===== config.mk =====
export PLATFORM = sky130hd
export DESIGN_NAME = or_nway_serial_flat
export DESIGN_NICKNAME = d
export VERILOG_FILES = /design/src/rtl/or_nway_pkg.sv /design/src/rtl/or_nway_serial_if.sv /design/src/rtl/or_nway_chunk.sv /design/src/rtl/or_nway_serial.sv /design/src/flat_wrapper.sv
export SDC_FILE = /design/constraint.sdc
export NUM_CORES = 1
export LEC_CHECK = 0
export BUFFER_PORTS_ARGS = -buffer_cell sky130_fd_sc_hd__buf_4
export CAP_MARGIN = 0
export CELL_PAD_IN_SITES_DETAIL_PLACEMENT = 1
export CELL_PAD_IN_SITES_GLOBAL_PLACEMENT = 1
export CORE_ASPECT_RATIO = 2
export CORE_MARGIN = 5
export CORE_UTILIZATION = 34
export CTS_CLUSTER_DIAMETER = 40
export DETAILED_ROUTE_END_ITERATION = 6
export GPL_TIMING_DRIVEN = 0
export PLACE_DENSITY_LB_ADDON = 0.3
export SLEW_MARGIN = 30
export SYNTH_ARGS = -nofsm -noshare
export SYNTH_HDL_FRONTEND = slang
export SYNTH_SLANG_ARGS = --single-unit

===== constraint.sdc =====
create_clock -name clk -period 1.2 [get_ports clk]
set_input_delay 0.06 -clock clk [delete_from_list [all_inputs] [get_ports clk]]
set_output_delay 0.06 -clock clk [all_outputs]
set_load 0.05 [all_outputs]

===== src/rtl/or_nway_pkg.sv =====
// Shared types and sizing helpers for the serial OR-reduction unit.
package or_nway_pkg;

  typedef enum logic [1:0] {
    IDLE = 2'd0,
    SCAN = 2'd1,
    DONE = 2'd2
  } state_t;

  function automatic int nchunk(input int width, input int chunk);
    return width / chunk;
  endfunction

  // Index width that never collapses to zero bits.
  function automatic int idx_w(input int n);
    return (n > 1) ? $clog2(n) : 1;
  endfunction

endpackage


===== src/rtl/or_nway_serial_if.sv =====
// Word/result handshake bundle for or_nway_serial.
// first_idx exists only when OR_NWAY_FIRST_IDX_EN is defined.
interface or_nway_serial_if import or_nway_pkg::*; #(
  parameter int WIDTH = 16
);
  localparam int IDX_W = idx_w(WIDTH);

  logic             in_valid;
  logic             in_ready;
  logic [WIDTH-1:0] in_data;
  logic             out_valid;
  logic             out_ready;
  logic             out;
`ifdef OR_NWAY_FIRST_IDX_EN
  logic [IDX_W-1:0] first_idx;

  modport master (output in_valid, in_data, out_ready,
                  input  in_ready, out_valid, out, first_idx);
  modport slave  (input  in_valid, in_data, out_ready,
                  output in_ready, out_valid, out, first_idx);
`else
  modport master (output in_valid, in_data, out_ready,
                  input  in_ready, out_valid, out);
  modport slave  (input  in_valid, in_data, out_ready,
                  output in_ready, out_valid, out);
`endif
endinterface


===== src/rtl/or_nway_chunk.sv =====
// Combinational CHUNK-wide OR plus lowest-set-bit encoder.
// The encoder is built only with OR_NWAY_FIRST_IDX_EN.
module or_nway_chunk import or_nway_pkg::*; #(
  parameter int CHUNK = 4
) (
  input  logic [CHUNK-1:0]             data,
`ifdef OR_NWAY_FIRST_IDX_EN
  output logic [idx_w(CHUNK)-1:0]      lsb_idx,
`endif
  output logic                         any
);

  assign any = |data;

`ifdef OR_NWAY_FIRST_IDX_EN
  localparam int LSB_W = idx_w(CHUNK);

  // Scan high to low so the lowest set bit wins.
  always_comb begin
    lsb_idx = '0;
    for (int i = CHUNK - 1; i >= 0; i--)
      if (data[i]) lsb_idx = LSB_W'(i);
  end
`endif

endmodule


===== src/rtl/or_nway_serial.sv =====
// Multi-cycle OR-reduction: WIDTH-bit word reduced CHUNK bits per clock.
// Optional lowest-set-bit index behind OR_NWAY_FIRST_IDX_EN.
module or_nway_serial import or_nway_pkg::*; #(
  parameter int WIDTH = 16,
  parameter int CHUNK = 4
) (
  input logic              clk,
  input logic              reset_n,
  or_nway_serial_if.slave  bus
);

  localparam int NCHUNK = nchunk(WIDTH, CHUNK);
  localparam int CNT_W  = idx_w(NCHUNK);

  state_t           state, state_nxt;
  logic [WIDTH-1:0] shreg;
  logic             acc;
  logic [CNT_W-1:0] count;
  logic             last;
  logic             chunk_any;

  assign last = (count == CNT_W'(NCHUNK - 1));

`ifdef OR_NWAY_FIRST_IDX_EN
  localparam int IDX_W = idx_w(WIDTH);
  localparam int LSB_W = idx_w(CHUNK);

  logic [LSB_W-1:0] chunk_lsb;
  logic [IDX_W-1:0] fidx;
  logic             found;
`endif

  or_nway_chunk #(.CHUNK(CHUNK)) u_chunk (
    .data    (shreg[CHUNK-1:0]),
`ifdef OR_NWAY_FIRST_IDX_EN
    .lsb_idx (chunk_lsb),
`endif
    .any     (chunk_any)
  );

  always_ff @(posedge clk) begin
    if (!reset_n) state <= IDLE;
    else          state <= state_nxt;
  end

  always_comb begin
    state_nxt = state;
    case (state)
      IDLE:    if (bus.in_valid)  state_nxt = SCAN;
      SCAN:    if (last)          state_nxt = DONE;
      DONE:    if (bus.out_ready) state_nxt = IDLE;
      default:                    state_nxt = IDLE;
    endcase
  end

  // Datapath only moves in IDLE (capture) and SCAN; DONE holds everything.
  always_ff @(posedge clk) begin
    if (!reset_n) begin
      shreg <= '0;
      acc   <= 1'b0;
      count <= '0;
`ifdef OR_NWAY_FIRST_IDX_EN
      fidx  <= '0;
      found <= 1'b0;
`endif
    end else begin
      case (state)
        IDLE: if (bus.in_valid) begin
          shreg <= bus.in_data;
          acc   <= 1'b0;
          count <= '0;
`ifdef OR_NWAY_FIRST_IDX_EN
          fidx  <= '0;
          found <= 1'b0;
`endif
        end
        SCAN: begin
          acc   <= acc | chunk_any;
          shreg <= shreg >> CHUNK;
          count <= count + 1'b1;
`ifdef OR_NWAY_FIRST_IDX_EN
          if (chunk_any && !found) begin
            fidx  <= IDX_W'(int'(count) * CHUNK + int'(chunk_lsb));
            found <= 1'b1;
          end
`endif
        end
        default: ;
      endcase
    end
  end

  assign bus.in_ready  = (state == IDLE);
  assign bus.out_valid = (state == DONE);
  assign bus.out       = acc;
`ifdef OR_NWAY_FIRST_IDX_EN
  assign bus.first_idx = fidx;
`endif

endmodule


===== src/flat_wrapper.sv =====
// flat-port wrapper written by rule: the top's interface ports become plain ports
module or_nway_serial_flat import or_nway_pkg::*;
#(
  parameter int WIDTH = 16,
  parameter int CHUNK = 4
)
  (clk, reset_n, bus_in_valid, bus_in_data, bus_out_ready, bus_in_ready, bus_out_valid, bus_out);
  or_nway_serial_if #(.WIDTH(WIDTH)) bus_i ();
  input logic clk;
  input logic reset_n;
  input wire logic [$bits(bus_i.in_valid)-1:0] bus_in_valid;
  input wire logic [$bits(bus_i.in_data)-1:0] bus_in_data;
  input wire logic [$bits(bus_i.out_ready)-1:0] bus_out_ready;
  output wire logic [$bits(bus_i.in_ready)-1:0] bus_in_ready;
  output wire logic [$bits(bus_i.out_valid)-1:0] bus_out_valid;
  output wire logic [$bits(bus_i.out)-1:0] bus_out;
  assign bus_i.in_valid = bus_in_valid;
  assign bus_i.in_data = bus_in_data;
  assign bus_i.out_ready = bus_out_ready;
  assign bus_in_ready = bus_i.in_ready;
  assign bus_out_valid = bus_i.out_valid;
  assign bus_out = bus_i.out;
  or_nway_serial #(.WIDTH(WIDTH), .CHUNK(CHUNK)) u_core (.clk(clk), .reset_n(reset_n), .bus(bus_i));
endmodule

==> results.sh, run 1 <==
export IMPL_run_status="finished, final reports clean"
export IMPL_final_cell_count_no_fill=161
export IMPL_hpwl_mm=2.076
export IMPL_avgViaCountPerCell=5.590
export IMPL_path_class="flip-flop to flip-flop"
export IMPL_slew_headroom=0.6421
export IMPL_fin_worst_skew_ns=0.002291
export IMPL_finalPower_mw=1.562
export IMPL_grtUsageTotal=0.1575
export IMPL_min_period_ns=1.199
export IMPL_diodes=0
export IMPL_core_area_um2=2703
export IMPL_initial_core_util=0.3444
export IMPL_setup_viol=0
export IMPL_cp_max_fo=10
export IMPL_cts_root_buf="clkbuf_8"
export IMPL_powerDensity_nw_per_um2=1230
export IMPL_cap_viol_max_count=0
export IMPL_synth_seq_cells=21
export IMPL_ys_types=26
export IMPL_crit_arrival_ns=1.37
export IMPL_crit_start="u_core.state[1]"
export IMPL_hold_viol=0
export IMPL_hp_class="primary input to flip-flop"
export IMPL_crit_chain="o21ba_4 > buf_6 > o21ai_0 > a211oi_1"
export IMPL_vias=900
export IMPL_cp_data_required_time_ns=1.37
export IMPL_grt_ovfl_total=0
export IMPL_endpoint_kind="flip-flop"
export IMPL_die_y_um=84
export IMPL_syn_inst=106
export IMPL_cp_slowest_cell="dfxtp_4"
export IMPL_antenna_found_initial=0
export IMPL_drv_slew=0
export IMPL_final_core_util=0.4699
export IMPL_grt_pass1_wl_mm=4.616
export IMPL_irDropWorstVdd_mv=0.5765
export IMPL_clk_pin_slew_worst_paths_ns=0.08
export IMPL_cts_sinks=21
export IMPL_synth_ff_type="dfxtp_1"
export IMPL_yosysSeqAreaShare=0.4516
export IMPL_numPortBuffers=21
export IMPL_drc=0
export IMPL_std_cell_rows=27
export IMPL_first_iter_violations=14
export IMPL_io_pins=23
export IMPL_ctsLongestPathBuffers=2
export IMPL_synth_area_um2=930.9
export IMPL_worstSkewPairLatency_ns=0.26
export IMPL_avgSynthCellArea_um2=8.782
export IMPL_timing_fmax_ghz=0.8339
export IMPL_final_cell_mix="buf_4, dfxtp_1, nor2_1, nand2_1, a211oi_1"
export IMPL_placed_cells=156
export IMPL_synth_edf_count=0
export IMPL_ant_nets=0
export IMPL_ys_warn_count=0
export IMPL_drive_gt1_frac=0.3788
export IMPL_die_x_um=47
export IMPL_cts_tree="done"
export IMPL_cts_buffers_inserted=3
export IMPL_reg2reg_depth=4
export IMPL_wire_per_inst_um=17.70
export IMPL_grt_max_degree=12
export IMPL_place_gp_congestion=0.7062
export IMPL_rsz0062_at_grt="true"
export IMPL_hold_path_depth=3
export IMPL_critPathMaxStageDelay_ns=0.40
export IMPL_start_kind="flip-flop"
export IMPL_hold_start="bus_out_ready"
export IMPL_r2r_start="u_core.state[1]"
export IMPL_firstDrtPassIters=4
export IMPL_tightest_slew_ns=0.5368
export IMPL_syn2layout_area_growth_pct=36.42
export IMPL_leakage_nw=0.5010
export IMPL_cts_htree_levels=1
export IMPL_die_area_um2=3948
export IMPL_layout_commonest_cell="buf_4"
export IMPL_fin_tns_setup_ns=0
export IMPL_wl_mm=2.850
export IMPL_fin_crit_sh=0.9993
export IMPL_synth_nets=127
export IMPL_grt_pass1_vias=1037
export IMPL_async_reset_ff_frac=0
export IMPL_fin_nets=154
-- repair_timing --
item                       in CTS  in global routing
buffers inserted                1                  0
hold endpoints to repair        0                  0
setup endpoints to repair      21                 14
gates cloned                    1                  0
pin swaps                       2                  7
hold buffers                    0                  0
gates resized for setup         8                 18
-- final timing paths --
| kind | to | slack [ns] |
|---|---|---|
| max reg2reg | u_core.shreg[1] | 0.0009 |
| min | u_core.state[1] | 0.05 |
| max | u_core.shreg[1] | 0.0009 |
| min reg2reg | u_core.shreg[13] | 0.48 |
-- metal layers --
layer  up-vias  routed length (um)  global-route usage
met5         -                   0                   0
met4         0                  69             0.05542
met3         7                 126             0.02376
met2        26                1609              0.2788
met1       430                1045              0.1759
li1        437                   -                   -
-- cell type report --
cell class,count,area [um2]
inverter,2,7.507
clock buffer,4,45.04
timing repair buffer,23,176.4
tap,29,36.28
buffer,8,60.06
fill,328,1433
multi-input combinational,74,519.2
sequential,21,425.4
-- metrics by stage --
stage | hold WS, ns | setup WS (ns) | cell area [um2]
final | 0.05411 | 0.0008804 | 1270
after global routing | 0.06510 | -0.03979 | 1270
after CTS | 0.05907 | 0.007755 | 1210
after detailed placement | 0.3420 | -0.2260 | 1140
after global placement | 0.3327 | -0.1089 | 1140
after floorplan | 0.2103 | 0.03615 | 945.9
-- flip-flops by register name, indices dropped and copies added (netlist names) --
signal / cells
u_core.count: 2
u_core.bus.out: 1
u_core.shreg: 16
u_core.state: 2
-- cells by family after synthesis --
family | after synthesis | share of synthesized area
AO/OA/AOI/OAI | 28 | 0.2043
buffers and inverters | 11 | 0.06181
flip-flops | 21 | 0.4516
multiplexers | 7 | 0.07661
AND/OR/NAND/NOR | 38 | 0.1922
adder cells (fa/ha/maj) | 1 | 0.01344
-- Yosys cell counts (all sizes together), types with 2 or more instances --
master / number / share of area
o22ai: 4 / 0.027
clkbuf: 4 / 0.017
nand2: 10 / 0.040
a21oi: 3 / 0.016
a211oi: 11 / 0.089
nand2b: 2 / 0.013
mux2i: 6 / 0.065
nor4: 7 / 0.047
buf: 5 / 0.036
dfxtp: 21 / 0.45
nor2: 15 / 0.060
o21ai: 7 / 0.038
-- power breakdown --
part | internal, mW | total (mW) | switching, mW
logic | 0.145 | 0.311 | 0.166
clock network | 0.237 | 0.471 | 0.234
registers | 0.748 | 0.780 | 0.0312
-- critical path: cells and delay by family (launching register included) --
family | cells | cell delay, ns
DFF | 1 | 0.40
buffers and inverters | 1 | 0.13
AOI/OAI and AO/OA | 3 | 0.58
Power figures use the tool's default switching activity.
==> inputs of run 2 (changes only) <==
--- a/config.mk
+++ b/config.mk
@@ -16,6 +16,7 @@
 export DETAILED_ROUTE_END_ITERATION = 6
 export GPL_TIMING_DRIVEN = 0
 export PLACE_DENSITY_LB_ADDON = 0.3
+export SETUP_SLACK_MARGIN = 0.02
 export SLEW_MARGIN = 30
 export SYNTH_ARGS = -nofsm -noshare
 export SYNTH_HDL_FRONTEND = slang
==> run 2 against run 1 <==
  * Flip-flop and latch count unchanged
  * Critical path type unchanged
  * Combinational power hardly changed
  * Utilization increased by 0.74 points
  * Sequential power about the same
==> results.sh, run 2 (same netlist as run 1, synthesis figures left out) <==
export IMPL_powerDensity_nw_per_um2=1211
export IMPL_syn2layout_area_growth_pct=38.58
export IMPL_avgViaCountPerCell=5.580
export IMPL_final_cell_count_no_fill=162
export IMPL_reg_largest_list="u_core.shreg: 16 flops, u_core.count: 2 flops, u_core.state: 2 flops"
export IMPL_final_cell_mix="buf_4, dfxtp_1, nor2_1, a211oi_1, nand2_1"
export IMPL_grt_max_degree=12
export IMPL_drc=0
export IMPL_cts_sinks=21
export IMPL_area_sequential_um2=425.4
export IMPL_numPortBuffers=21
export IMPL_initial_core_util=0.3444
export IMPL_core_area_um2=2703
export IMPL_diodes=0
export IMPL_antenna_found_initial=0
export IMPL_fin_tns_setup_ns=0
export IMPL_grtUsageTotal=0.1575
export IMPL_reg2reg_depth=5
export IMPL_finalPower_mw=1.562
export IMPL_cts_tree="done"
export IMPL_path_class="flip-flop to flip-flop"
export IMPL_fin_crit_sh=0.9851
export IMPL_rsz0062_at_grt="true"
export IMPL_grt_pass1_wl_mm=4.616
export IMPL_r2r_start="u_core.state[0]"
export IMPL_first_iter_violations=16
export IMPL_die_y_um=84
export IMPL_grt_ovfl_total=0
export IMPL_drv_slew=0
export IMPL_io_pins=23
export IMPL_slew_headroom=0.6668
export IMPL_drive_gt1_frac=0.3759
export IMPL_layout_commonest_cell="buf_4"
export IMPL_cp_data_required_time_ns=1.34
export IMPL_endpoint_kind="flip-flop"
export IMPL_clk_pin_slew_worst_paths_ns=0.08
export IMPL_placed_cells=156
export IMPL_hold_viol=0
export IMPL_firstDrtPassIters=6
export IMPL_grt_pass1_vias=1037
export IMPL_min_period_ns=1.182
export IMPL_irDropWorstVdd_mv=0.8906
export IMPL_setup_viol=0
export IMPL_largest_reg_flops=16
export IMPL_hold_start="bus_out_ready"
export IMPL_r2r_setup_slack_ns=0.02
export IMPL_hpwl_mm=2.076
export IMPL_vias=904
export IMPL_wl_mm=2.831
export IMPL_fillers=322
export IMPL_largest_register="u_core.shreg"
export IMPL_fin_worst_skew_ns=0.001836
export IMPL_fin_nets=155
export IMPL_cts_buffers_inserted=3
export IMPL_tightest_slew_ns=0.4998
export IMPL_start_kind="flip-flop"
export IMPL_cap_viol_max_count=0
export IMPL_die_x_um=47
export IMPL_std_cell_rows=27
export IMPL_hold_end="u_core.state[1]"
export IMPL_ctsLongestPathBuffers=2
export IMPL_cts_root_buf="clkbuf_8"
export IMPL_timing_fmax_ghz=0.8459
export IMPL_cts_htree_levels=1
export IMPL_ant_nets=0
export IMPL_hp_class="primary input to flip-flop"
export IMPL_place_gp_congestion=0.7062
export IMPL_run_status="finished, final reports clean"
export IMPL_multiInputGateArea_um2=531.8
export IMPL_cp_max_fo=8
export IMPL_hold_path_depth=3
export IMPL_critical_path_reg2reg_endpoint="u_core.shreg[1]"
export IMPL_crit_arrival_ns=1.32
export IMPL_leakage_nw=0.5076
export IMPL_worstSkewPairLatency_ns=0.26
export IMPL_wire_per_inst_um=17.48
export IMPL_die_area_um2=3948
-- run 2: cell types whose count changed in the layout (fill, tap and decap cells not counted) --
cell / change
a211oi_2: -1
nor4_2: -2
buf_4: +1
nor4_4: +2
a211oi_1: +1
-- run 2: layer usage --
layer,GRT usage,part of all wire
met1,0.1759,0.37
met2,0.2788,0.56
met3,0.02376,0.043
met4,0.05542,0.028
met5,0,0
-- run 2: critical path, cell delays in order, from the launching register on --
cell and delay [ns]:
dfxtp_2 0.32, buf_6 0.13, o21ba_4 0.25, buf_6 0.13, o21ai_0 0.15, a211oi_1 0.07
-- run 2: repair_timing --
| action | in CTS | in global routing |
|---|---|---|
| cloned | 1 | 0 |
| setup endpoints to repair | 21 | 13 |
| resized for setup | 9 | 17 |
| pin swaps | 2 | 8 |
| setup buffers | 1 | 1 |
| hold buffers | 0 | 0 |
-- run 2: layout make-up --
| class | instances | area share |
|---|---|---|
| plain buffers | 8 | 0.04656 |
| clock buffers | 4 | 0.03492 |
| inverters | 2 | 0.005820 |
| multi-input cells | 74 | 0.4122 |
| flip-flops and latches | 21 | 0.3298 |
| well taps | 29 | 0.02813 |
| repair buffers | 24 | 0.1426 |
-- run 2: how the worst max path moves through the flow --
stage                          from              end  cells after the start
floorplan           u_core.state[0]   u_core.bus.out                      4
global placement    u_core.state[1]  u_core.shreg[9]                      4
detailed placement  u_core.state[1]  u_core.shreg[1]                      4
CTS                 u_core.state[0]   u_core.bus.out                      4
global route        u_core.state[0]  u_core.shreg[1]                      5
finish              u_core.state[0]  u_core.shreg[1]                      5
-- run 2: stage by stage --
stage,util,instance area (um2),hold slack [ns],worst slack (ns)
global route,0.4773,1290,0.06616,-0.03575
detailed placement,0.4218,1140,0.3420,-0.2260
CTS,0.4486,1212,0.05907,0.01397
global placement,0.4218,1140,0.3327,-0.1089
floorplan,-,945.9,0.2103,0.03615
finish,0.4773,1290,0.05620,0.01784
-- run 2: power by group --
part / internal (mW) / switching (mW)
logic: 0.146 / 0.167
registers: 0.748 / 0.0304
clock network: 0.237 / 0.233
total: 1.13 / 0.431
